File: src/rtl/debounce_safe_pulse_emitter.sv
// Purpose : turns single-cycle event strobes into off-chip pulses with guaranteed
//           high width (highCycles) and minimum low width (lowCycles); strobes that
//           arrive mid-pulse are queued in a saturating counter and replayed.
// Latency : dataOut rises at the same edge that samples pulseIn when idle; queued
//           events start every highCycles+lowCycles clocks.
// Backpressure: none upstream; events beyond the queue depth are dropped and
//           flagged with a one-cycle overflow strobe.
//
// Ports:
//   clock        - system clock, all logic on the rising edge
//   reset        - synchronous, active-high
//   pulseIn      - event strobe, each high cycle is one event
//   dataOut      - registered pulse output to the pin
//   busy         - registered, high while a pulse is active or events are queued
//   pendingCount - registered number of queued, not yet started events
//   overflow     - registered one-cycle strobe, an event was dropped
module debounce_safe_pulse_emitter #(
    parameter int timerWidth   = 4,
    parameter int highCycles   = 5,
    parameter int lowCycles    = 5,
    parameter int pendingWidth = 3
) (
    input  logic                    clock,
    input  logic                    reset,
    input  logic                    pulseIn,
    output logic                    dataOut,
    output logic                    busy,
    output logic [pendingWidth-1:0] pendingCount,
    output logic                    overflow
);

    typedef enum logic [1:0] {
        IDLE = 2'd0,
        HIGH = 2'd1,
        LOW  = 2'd2
    } state_t;

    // Timer counts down to zero, so a phase of N clocks reloads with N-1.
    localparam logic [timerWidth-1:0]   HIGH_RELOAD = timerWidth'(highCycles - 1);
    localparam logic [timerWidth-1:0]   LOW_RELOAD  = timerWidth'(lowCycles - 1);
    localparam logic [pendingWidth-1:0] PEND_MAX    = {pendingWidth{1'b1}};

    state_t                  state_q, state_d;
    logic [timerWidth-1:0]   timer_q, timer_d;
    logic [pendingWidth-1:0] pend_q, pend_d;
    logic                    data_q, data_d;
    logic                    busy_q, busy_d;
    logic                    ovf_q, ovf_d;
    logic                    enqueue;

    always_comb begin
        state_d = state_q;
        timer_d = timer_q;
        pend_d  = pend_q;
        ovf_d   = 1'b0;
        enqueue = 1'b0;

        case (state_q)
            IDLE: begin
                // The queue is always empty here: LOW never drops to IDLE with
                // events pending, so a strobe starts a pulse immediately.
                if (pulseIn) begin
                    state_d = HIGH;
                    timer_d = HIGH_RELOAD;
                end
            end
            HIGH: begin
                enqueue = pulseIn;
                if (timer_q != '0) begin
                    timer_d = timer_q - 1'b1;
                end else begin
                    state_d = LOW;
                    timer_d = LOW_RELOAD;
                end
            end
            LOW: begin
                if (timer_q != '0) begin
                    timer_d = timer_q - 1'b1;
                    enqueue = pulseIn;
                end else if (pulseIn) begin
                    // A fresh strobe on the last low cycle is consumed directly;
                    // it is not older than queued ones in any observable sense
                    // since every event yields an identical pulse.
                    state_d = HIGH;
                    timer_d = HIGH_RELOAD;
                end else if (pend_q != '0) begin
                    state_d = HIGH;
                    timer_d = HIGH_RELOAD;
                    pend_d  = pend_q - 1'b1;
                end else begin
                    state_d = IDLE;
                end
            end
            default: begin
                state_d = IDLE;
                timer_d = '0;
            end
        endcase

        // Dequeue only happens when pulseIn is low, so it never collides with
        // an enqueue in the same cycle.
        if (enqueue) begin
            if (pend_q == PEND_MAX) begin
                ovf_d = 1'b1;
            end else begin
                pend_d = pend_q + 1'b1;
            end
        end

        data_d = (state_d == HIGH);
        busy_d = (state_d != IDLE) || (pend_d != '0);
    end

    always_ff @(posedge clock) begin
        if (reset) begin
            state_q <= IDLE;
            timer_q <= '0;
            pend_q  <= '0;
            data_q  <= 1'b0;
            busy_q  <= 1'b0;
            ovf_q   <= 1'b0;
        end else begin
            state_q <= state_d;
            timer_q <= timer_d;
            pend_q  <= pend_d;
            data_q  <= data_d;
            busy_q  <= busy_d;
            ovf_q   <= ovf_d;
        end
    end

    assign dataOut      = data_q;
    assign busy         = busy_q;
    assign pendingCount = pend_q;
    assign overflow     = ovf_q;

endmodule

File: config.mk
export PLATFORM = sky130hd
export DESIGN_NAME = debounce_safe_pulse_emitter
export DESIGN_NICKNAME = d
export VERILOG_FILES = /design/src/rtl/debounce_safe_pulse_emitter.sv
export SDC_FILE = /design/constraint.sdc
export NUM_CORES = 1
export LEC_CHECK = 0
export CAP_MARGIN = 5
export CORE_ASPECT_RATIO = 0.8
export CORE_MARGIN = 3
export CORE_UTILIZATION = 45
export DETAILED_ROUTE_END_ITERATION = 12
export PLACE_DENSITY_LB_ADDON = 0.1
export SETUP_SLACK_MARGIN = 0.05
export SLEW_MARGIN = 0
export SYNTH_ARGS = -nofsm -noshare
export SYNTH_HDL_FRONTEND = slang
export SYNTH_SLANG_ARGS = --single-unit
File: constraint.sdc
create_clock -name clock -period 2.6 [get_ports clock]
set_clock_uncertainty 0.2 [all_clocks]
set_input_delay 0.78 -clock clock [delete_from_list [all_inputs] [get_ports clock]]
set_output_delay 0.78 -clock clock [all_outputs]
set_load 0.01 [all_outputs]
Word-level counts from Yosys, hierarchy flattened
Cells that the tools add are included.

cells by class
  add/subtract/negate cells = 3
  equal/unequal tests = 6
  bitwise operators = 1
  reductions and logical operators = 8
  mux-type cells = 21

operators with widths
  cell                 count
  $mux 4               5
  $mux 3               6
  $pmux 4 s3           1
  $mux 2               3
  $pmux 2 s3           1
  $reduce_bool 3->1    2
  $eq 2x1->1 const B   2
  $mux 1               4
  $ne 4x4->1 const B   1
  $reduce_bool 4->1    1
  $sub 4x1->4 const B  1
  $add 3x1->3 const B  1
  $eq 3x3->1 const B   1
  $sub 3x1->3 const B  1
  $eq 2x2->1 const B   1
  $logic_not 2->1      1
  $ne 2x2->1 const B   1
  $pmux 1 s2           1
  $reduce_and 2->1     1
  $reduce_bool 2->1    1
  $reduce_or 2->1      1
  $logic_or 1x1->1     1
  $not 1->1            1

word-level totals
  register bits = 12
  input port bits = 3
  output and inout port bits = 6
  logic and storage cells = 45

Depth between registers and ports, before layout
Gate-level depths: netlist (run 1).

  depth in word-level cells = 9
  depth in mapped cells = 7

Worst setup path after synthesis (run 1)
OpenSTA, ideal clock, no wires.

  kind = register to register
  start point = reg pend_q[0] (netlist: pendingCount[0])
  end point = reg timer_q[3]
  arrival = 1.732 ns
  period minus slack after synthesis = 2.002 ns
  cell stages (with the launch flop) = 8
  path slack = 0.598 ns
  cells stage by stage = dfxtp_1 inv_1 ha_1 nor2b_1 a31oi_2 nor2_2 or4_1 a21oi_1

between the ends
  word-level cells in the longest chain between the ends = 3

RTL lines
  what                        line  text
  from (decl)                 45    logic [pendingWidth-1:0] pend_q, pend_d;
  from (signal assigned)      125   pend_q <= pend_d;
  $reduce_bool 3->1           86    end else if (pend_q != '0) begin
  $ne 4x4->1 (no line)        --
  $reduce_and 2->1 (no line)  --
  to (signal assigned)        124   timer_q <= timer_d;
  to (decl)                   44    logic [timerWidth-1:0] timer_q, timer_d;

No other way between the ends.
A chain may end at the register's enable or synchronous reset.

Worst setup path in the final report (run 1)
  start point = reg pend_q[2] (netlist: pendingCount[2])
  end point = out pendingCount[2]

RTL lines
  what       line  text
  to (decl)  28    output logic [pendingWidth-1:0] pendingCount,

No word-level cell between the ends.

==> results_dict.tcl, run 1 <==
set metrics [dict create \
    io_pins 9 \
    rrSetupSlack_ns 0.37 \
    start_util 0.525 \
    synth_xor_area_frac 0 \
    rsz0062_at_grt "no" \
    grt_pass1_vias 623 \
    fin_util 0.623 \
    syn_avg_cell_area_um2 8.29 \
    p_switching_mw 0.394 \
    endpoint_kind "output pin" \
    synth_adder_area_share 0.142 \
    power_mw 0.940 \
    wl_um 1760 \
    worstMarginPinSlew_ns 0.643 \
    final_nets 122 \
    ant_nets 0 \
    slowest_stage "clkdlybuf4s50_1" \
    final_layout_size_suffix_gt1_frac 0.138 \
    setup_tns_ns 0 \
    slew_headroom 0.565 \
    syn_area_um2 796 \
    fp.dieH_um 43.6 \
    syn_inst 96 \
    cts_tree "done" \
    max_stage_delay_ns 0.57 \
    ir_drop_mv 0.590 \
    grt_max_degree 13 \
    drt_iter0_markers 47 \
    setup_viol 0 \
    n_fill_cell 141 \
    pwr-share-clk 0.167 \
    drv_cap 0 \
    grt_pass1_wl_um 2950 \
    grt_overflow 0 \
    num_rows 12 \
    synth-main-ff-cell "dfxtp_1" \
    clk_latency_ns 0.29 \
    post_cts_buffers 0 \
    synth-warning-count 0 \
    drc 0 \
    status "finished, final reports clean" \
    critPathLaunchType "register" \
    synthesis.nets 108 \
    cts_root_buf "clkbuf_4" \
    powerDensity_mw_per_mm2 995 \
    cp_max_fo 5 \
    coreArea_mm2 0.00152 \
    crit_family "buffers and inverters" \
    leakage_nw 0.368 \
    cts.path.max_buffers 2 \
    areaGrowthSynthToFinish_pct 18.7 \
    cts_made_buffers 3 \
    p_int_mw 0.546 \
    seqCellArea_um2 240 \
    ys_top_cells_by_area "dfxtp_1, ha_1, a21oi_1" \
    ys_seq_area_frac 0.302 \
    antenna_cells 0 \
    synth.area.mux_share 0.0252 \
    swShare 0.419 \
    pwr-share-seq 0.298 \
    combPwrFrac 0.535 \
    antenna_found_initial 0 \
    dp_hpwl_um 1350 \
    io_buffers 8 \
    async_flop_share 0 \
    wire_per_inst_um 13.5 \
    crit_buf_inv 1 \
    clkTransAtPathRegs_ns 0.09 \
    via_count 747 \
    synth_edf_count 0 \
    die_area_mm2 0.00231 \
    timing.final.crit_share 0.864 \
    htree_levels 1 \
    gp_congestion 0.858 \
    period_needed_ns 2.25 \
    crit_chain "clkdlybuf4s50_1" \
    dr.pass1.iters 4 \
    cts_sinks 12 \
    cp.required_ns 1.62 \
    arrival_ns 1.27 \
    cts_hold_buf 0 \
    yosysTopAreaCell "dfxtp_1" \
    cts.repair.resized 0 \
    yosys.area_share.simple 0.308 \
    max_freq_ghz 0.445 \
    chipWidth_um 53.0 \
    multi_input_area_um2 517 \
    final_hold_viol_count 0 \
    synth_seq_cells 12 \
    crit_type "reg2out" \
    synth_compound_area_frac 0.175 \
    drv_slew 0 \
    hold_class "reg2reg" \
    synth_top_family_by_area "simple AND/OR/NAND/NOR gates" \
    vias_per_cell 5.75 \
    yosysUniqueCellTypes 30 \
    grtUsageTotal 0.175 \
    synth_top_area_frac 0.302 \
]
[stage by stage]
stage | setup slack, ns | hold WS [ns] | instances | instance area (µm²)
6_report | 0.353 | 0.259 | 130 | 945
3_5_place_dp | 0.120 | 0.249 | 126 | 908
5_1_grt | 0.228 | 0.300 | 130 | 945
4_1_cts | 0.344 | 0.263 | 130 | 945
3_3_place_gp | 0.147 | 0.241 | 126 | 908
2_1_floorplan | 0.598 | 0.232 | 96 | 796
[power by group through the flow]
| stage | Sequential, mW | Clock [mW] | Combinational, mW |
|---|---|---|---|
| 2_1_floorplan | 0.281 | 0 | 0.359 |
| 3_3_place_gp | 0.281 | 0 | 0.490 |
| 3_5_place_dp | 0.283 | 0 | 0.496 |
| 4_1_cts | 0.279 | 0.159 | 0.498 |
| 5_1_grt | 0.286 | 0.171 | 0.561 |
| 6_report | 0.280 | 0.157 | 0.502 |
[path summary, 6_finish.rpt]
check / cells past startpoint / startpoint / endpoint
setup / recovery: 1 / pendingCount[2] / pendingCount[2]
hold / removal: 2 / timer_q[1] / timer_q[1]
setup reg to reg: 7 / state_q[1] / busy
hold reg to reg: 2 / timer_q[1] / timer_q[1]
[registers in the layout, indices dropped and copies added (netlist names)]
name          flops
overflow          1
timer_q           4
busy              1
state_q           2
pendingCount      3
dataOut           1
[per-layer routing]
layer,up-vias,GRT usage,routed length [µm]
li1,375,-,-
met2,37,0.200,668
met3,2,0.0722,156
met4,0,0.0306,8
met5,-,0,0
met1,333,0.289,925
[kinds of logic (layout without fill, tap and decap cells)]
logic type	Yosys count	count (layout)
AOI/OAI and AO/OA	23	23
muxes	2	2
DFF	12	12
buffers and inverters	9	22
and+or+nand+nor	41	41
adders and majority gates	9	9
[placed cells by master (no fill, tap or decap), types with 2 or more instances in the layout]
cell type,netlist,layout
dfxtp_1,12,12
ha_1,9,9
inv_1,8,8
clkdlybuf4s50_1,0,8
a21oi_1,7,7
nand2_1,6,6
o21ai_0,6,6
nor2_1,6,6
nor3_1,5,5
a31oi_1,5,5
nand3_1,4,4
nor2b_1,3,3
or3_2,3,3
clkbuf_4,0,3
or3_1,2,2
a211oi_1,2,2
mux2i_1,2,2
and3b_1,2,2
buf_4,0,2
[cell usage after synthesis, types with 2 or more instances]
master / number
dfxtp_1: 12
ha_1: 9
inv_1: 8
a21oi_1: 7
nand2_1: 6
nor2_1: 6
o21ai_0: 6
a31oi_1: 5
nor3_1: 5
nand3_1: 4
nor2b_1: 3
or3_2: 3
a211oi_1: 2
and3b_1: 2
mux2i_1: 2
or3_1: 2
[final cells by class]
type | count | share of cell area
tap | 21 | 0.0278
multi-input combinational | 75 | 0.547
inverter | 8 | 0.0318
sequential | 12 | 0.254
timing repair buffer | 10 | 0.101
clock buffer | 4 | 0.0384
(Power assumes the default switching activity.)
==> run 2: changes to the inputs <==
Settings changed: RECOVER_POWER set to 25.
==> results_dict.tcl, run 2 (same netlist as run 1, synthesis figures left out) <==
set metrics [dict create \
    status "finished, final reports clean" \
    grt_max_degree 13 \
    final_common_cell "dfxtp_1" \
    vias_per_cell 5.74 \
    endpoint_kind "register" \
    worstMarginPinSlew_ns 0.639 \
    crit_type "in2reg" \
    period_needed_ns 2.27 \
    worstHoldStart "timer_q[1]" \
    powerDensity_mw_per_mm2 993 \
    cp_max_fo 6 \
    dr.pass1.iters 4 \
    grt_pass1_vias 623 \
    fp.dieH_um 43.6 \
    ant_nets 0 \
    start_util 0.525 \
    antenna_found_initial 0 \
    crit_chain "dlygate4sd3_1, buf_4, or3_1, nand4_1, o21ai_0, a31oi_1" \
    cp.required_ns 2.62 \
    cts.path.max_buffers 2 \
    clk_latency_ns 0.29 \
    slew_headroom 0.568 \
    crit_buf_inv 2 \
    startpoint "pulseIn" \
    setup_viol 0 \
    clkTransAtPathRegs_ns 0.09 \
    largest_reg_flops 4 \
    num_rows 12 \
    final_cell_mix "dfxtp_1, ha_1, inv_1" \
    io_buffers 8 \
    dp_hpwl_um 1350 \
    hold_class "reg2reg" \
    regMostFlops "timer_q" \
    antenna_cells 0 \
    drv_cap 0 \
    coreArea_mm2 0.00152 \
    cts_hold_buf 0 \
    timing.final.crit_share 0.872 \
    drv_slew 0 \
    wl_um 1750 \
    instances_no_fill 130 \
    grt_overflow 0 \
    drc 0 \
    crit_family "buffers and inverters" \
    critPathLaunchType "input pin" \
    power_mw 0.938 \
    cts_root_buf "clkbuf_4" \
    final_nets 122 \
    pre_cts_ws_ns 0.120 \
    max_freq_ghz 0.441 \
    cts_made_buffers 3 \
    io_pins 9 \
    leakage_nw 0.374 \
    dpl_cell_area_um2 908 \
    cts.repair.resized 0 \
    chipWidth_um 53.0 \
    via_count 746 \
    finalInstanceArea_um2 945 \
    arrival_ns 2.29 \
    wire_per_inst_um 13.5 \
    die_area_mm2 0.00231 \
    max_stage_delay_ns 0.57 \
    post_cts_buffers 0 \
    drt_iter0_markers 47 \
    gp_congestion 0.858 \
    rsz0062_at_grt "no" \
    final_hold_viol_count 0 \
    grt_pass1_wl_um 2950 \
    grtUsageTotal 0.175 \
    cts_tree "done" \
    fin_util 0.623 \
    slowest_stage "dlygate4sd3_1" \
    areaGrowthSynthToFinish_pct 18.7 \
    cts_sinks 12 \
    dp.cells 126 \
    htree_levels 1 \
    final_layout_size_suffix_gt1_frac 0.138 \
    holdWs_ns 0.259 \
    ir_drop_mv 0.587 \
    setup_tns_ns 0 \
    regToRegStartpoint "state_q[1]" \
    fin_ws_ns 0.333 \
]
## run 2: metal layers
| metal | routed length, µm | global-route usage | vias to the layer above |
|---|---|---|---|
| li1 | - | - | 374 |
| met1 | 945 | 0.289 | 333 |
| met2 | 657 | 0.200 | 37 |
| met3 | 142 | 0.0722 | 2 |
| met4 | 8 | 0.0306 | 0 |
| met5 | 0 | 0 | - |
## run 2: area by class of cell
class | count | area, µm²
Inverter | 8 | 30.0
Timing Repair Buffer | 10 | 95.1
Fill cell | 141 | 572
Sequential cell | 12 | 240
Clock buffer | 4 | 36.3
Tap cell | 21 | 26.3
Multi-Input combinational cell | 75 | 517
## run 2: final timing paths
check,to,slack [ns],cells after the start
worst max-delay path,busy,0.33,6
worst min-delay path,timer_q[1],0.26,2
worst max register to register,busy,0.38,7
worst min register to register,timer_q[1],0.26,2
## run 2: worst min-delay path: stages (launching register included)
cell and delay [ns]:
dfxtp_1 0.32, nand2_1 0.05, a21oi_1 0.05
## run 2: where the power goes
group | internal [mW] | switching [mW]
Sequential | 0.232 | 0.0480
Combinational | 0.227 | 0.273
Clock | 0.0853 | 0.0721
Total | 0.544 | 0.393
==> run 3: changes to the inputs <==
Settings changed: CORE_ASPECT_RATIO 0.8 to not set, CORE_UTILIZATION 45 to 53.
==> results_dict.tcl, run 3 (same netlist as run 1, synthesis figures left out) <==
set metrics [dict create \
    status "finished, final reports clean" \
    leakage_nw 0.375 \
    coreArea_mm2 0.00135 \
    drv_slew 0 \
    cts_hold_buf 0 \
    dpl_cell_area_um2 901 \
    largest_reg_flops 4 \
    die_area_mm2 0.00200 \
    multi_input_area_um2 517 \
    endpoint_kind "register" \
    clk_latency_ns 0.29 \
    drt_iter0_markers 26 \
    antenna_found_initial 0 \
    cts_tree "done" \
    vias_per_cell 6.12 \
    hold_class "reg2reg" \
    grt_overflow 0 \
    cp.required_ns 2.56 \
    final_nets 122 \
    final_cell_mix "dfxtp_1, ha_1, inv_1" \
    grt_max_degree 13 \
    start_util 0.589 \
    max_freq_ghz 0.441 \
    final_layout_size_suffix_gt1_frac 0.138 \
    n_fill_cell 110 \
    io_pins 9 \
    drv_cap 0 \
    antenna_cells 0 \
    grtUsageTotal 0.200 \
    holdWs_ns 0.255 \
    worstMarginPinSlew_ns 0.602 \
    dp_hpwl_um 1210 \
    period_needed_ns 2.27 \
    cts_made_buffers 3 \
    fin_util 0.694 \
    via_count 759 \
    final_common_cell "dfxtp_1" \
    post_cts_buffers 0 \
    final_hold_viol_count 0 \
    drc 0 \
    htree_levels 1 \
    regMostFlops "timer_q" \
    grt_pass1_wl_um 2900 \
    wire_per_inst_um 14.2 \
    timing.final.crit_share 0.872 \
    slew_headroom 0.593 \
    setup_viol 0 \
    gp_congestion 0.893 \
    cts.path.max_buffers 2 \
    rsz0062_at_grt "no" \
    arrival_ns 2.23 \
    powerDensity_mw_per_mm2 1000 \
    finalInstanceArea_um2 937 \
    clkTransAtPathRegs_ns 0.09 \
    crit_type "in2reg" \
    num_rows 13 \
    cts.repair.resized 0 \
    cp_max_fo 5 \
    grt_pass1_vias 659 \
    areaGrowthSynthToFinish_pct 17.8 \
    setup_tns_ns 0 \
    cts_sinks 12 \
    seqCellArea_um2 240 \
    io_buffers 8 \
    ir_drop_mv 0.682 \
    dr.pass1.iters 4 \
    critPathLaunchType "input pin" \
    wl_um 1760 \
    fp.dieH_um 44.8 \
    cts_root_buf "clkbuf_4" \
    ant_nets 0 \
    chipWidth_um 44.8 \
]
[run 3: worst paths after layout]
path              start              end  slack [ns]  cells after the start
max             pulseIn  pendingCount[1]        0.33                      5
min          timer_q[1]       timer_q[1]        0.26                      2
max reg2reg  state_q[1]  pendingCount[1]        0.40                      6
min reg2reg  timer_q[1]       timer_q[1]        0.26                      2
[run 3: layout make-up]
| class | instances | area share |
|---|---|---|
| Multi-Input combinational cell | 75 | 0.551 |
| Sequential cell | 12 | 0.256 |
| Timing Repair Buffer | 10 | 0.101 |
| Clock buffer | 4 | 0.0387 |
| Inverter | 8 | 0.0320 |
| Tap cell | 15 | 0.0200 |
[run 3: report_power, final]
part | internal [mW] | leakage [nW] | switching (mW)
clock | 0.0854 | 0.0210 | 0.0719
sequential | 0.232 | 0.0981 | 0.0441
combinational | 0.225 | 0.256 | 0.284
[run 3: critical path, cell delays in order]
cell	delay (ns)
clkdlybuf4s50_1	0.50
o211ai_1	0.13
or3_1	0.41
a211oi_1	0.30
a211oi_1	0.10
[run 3: layer usage]
| metal | track usage | vias to the layer above | wire [µm] |
|---|---|---|---|
| li1 | - | 375 | - |
| met1 | 0.273 | 342 | 842 |
| met2 | 0.298 | 35 | 754 |
| met3 | 0.0239 | 7 | 112 |
| met4 | 0.120 | 0 | 47 |
| met5 | 0 | - | 0 |
[run 3: metrics by stage]
stage	worst slack, ns	std cells	total power, mW
finish	0.332	124	0.942
global route	0.234	124	1.01
CTS	0.324	124	0.937
detailed placement	0.102	120	0.765
global placement	0.134	120	0.761
floorplan	0.598	96	0.640
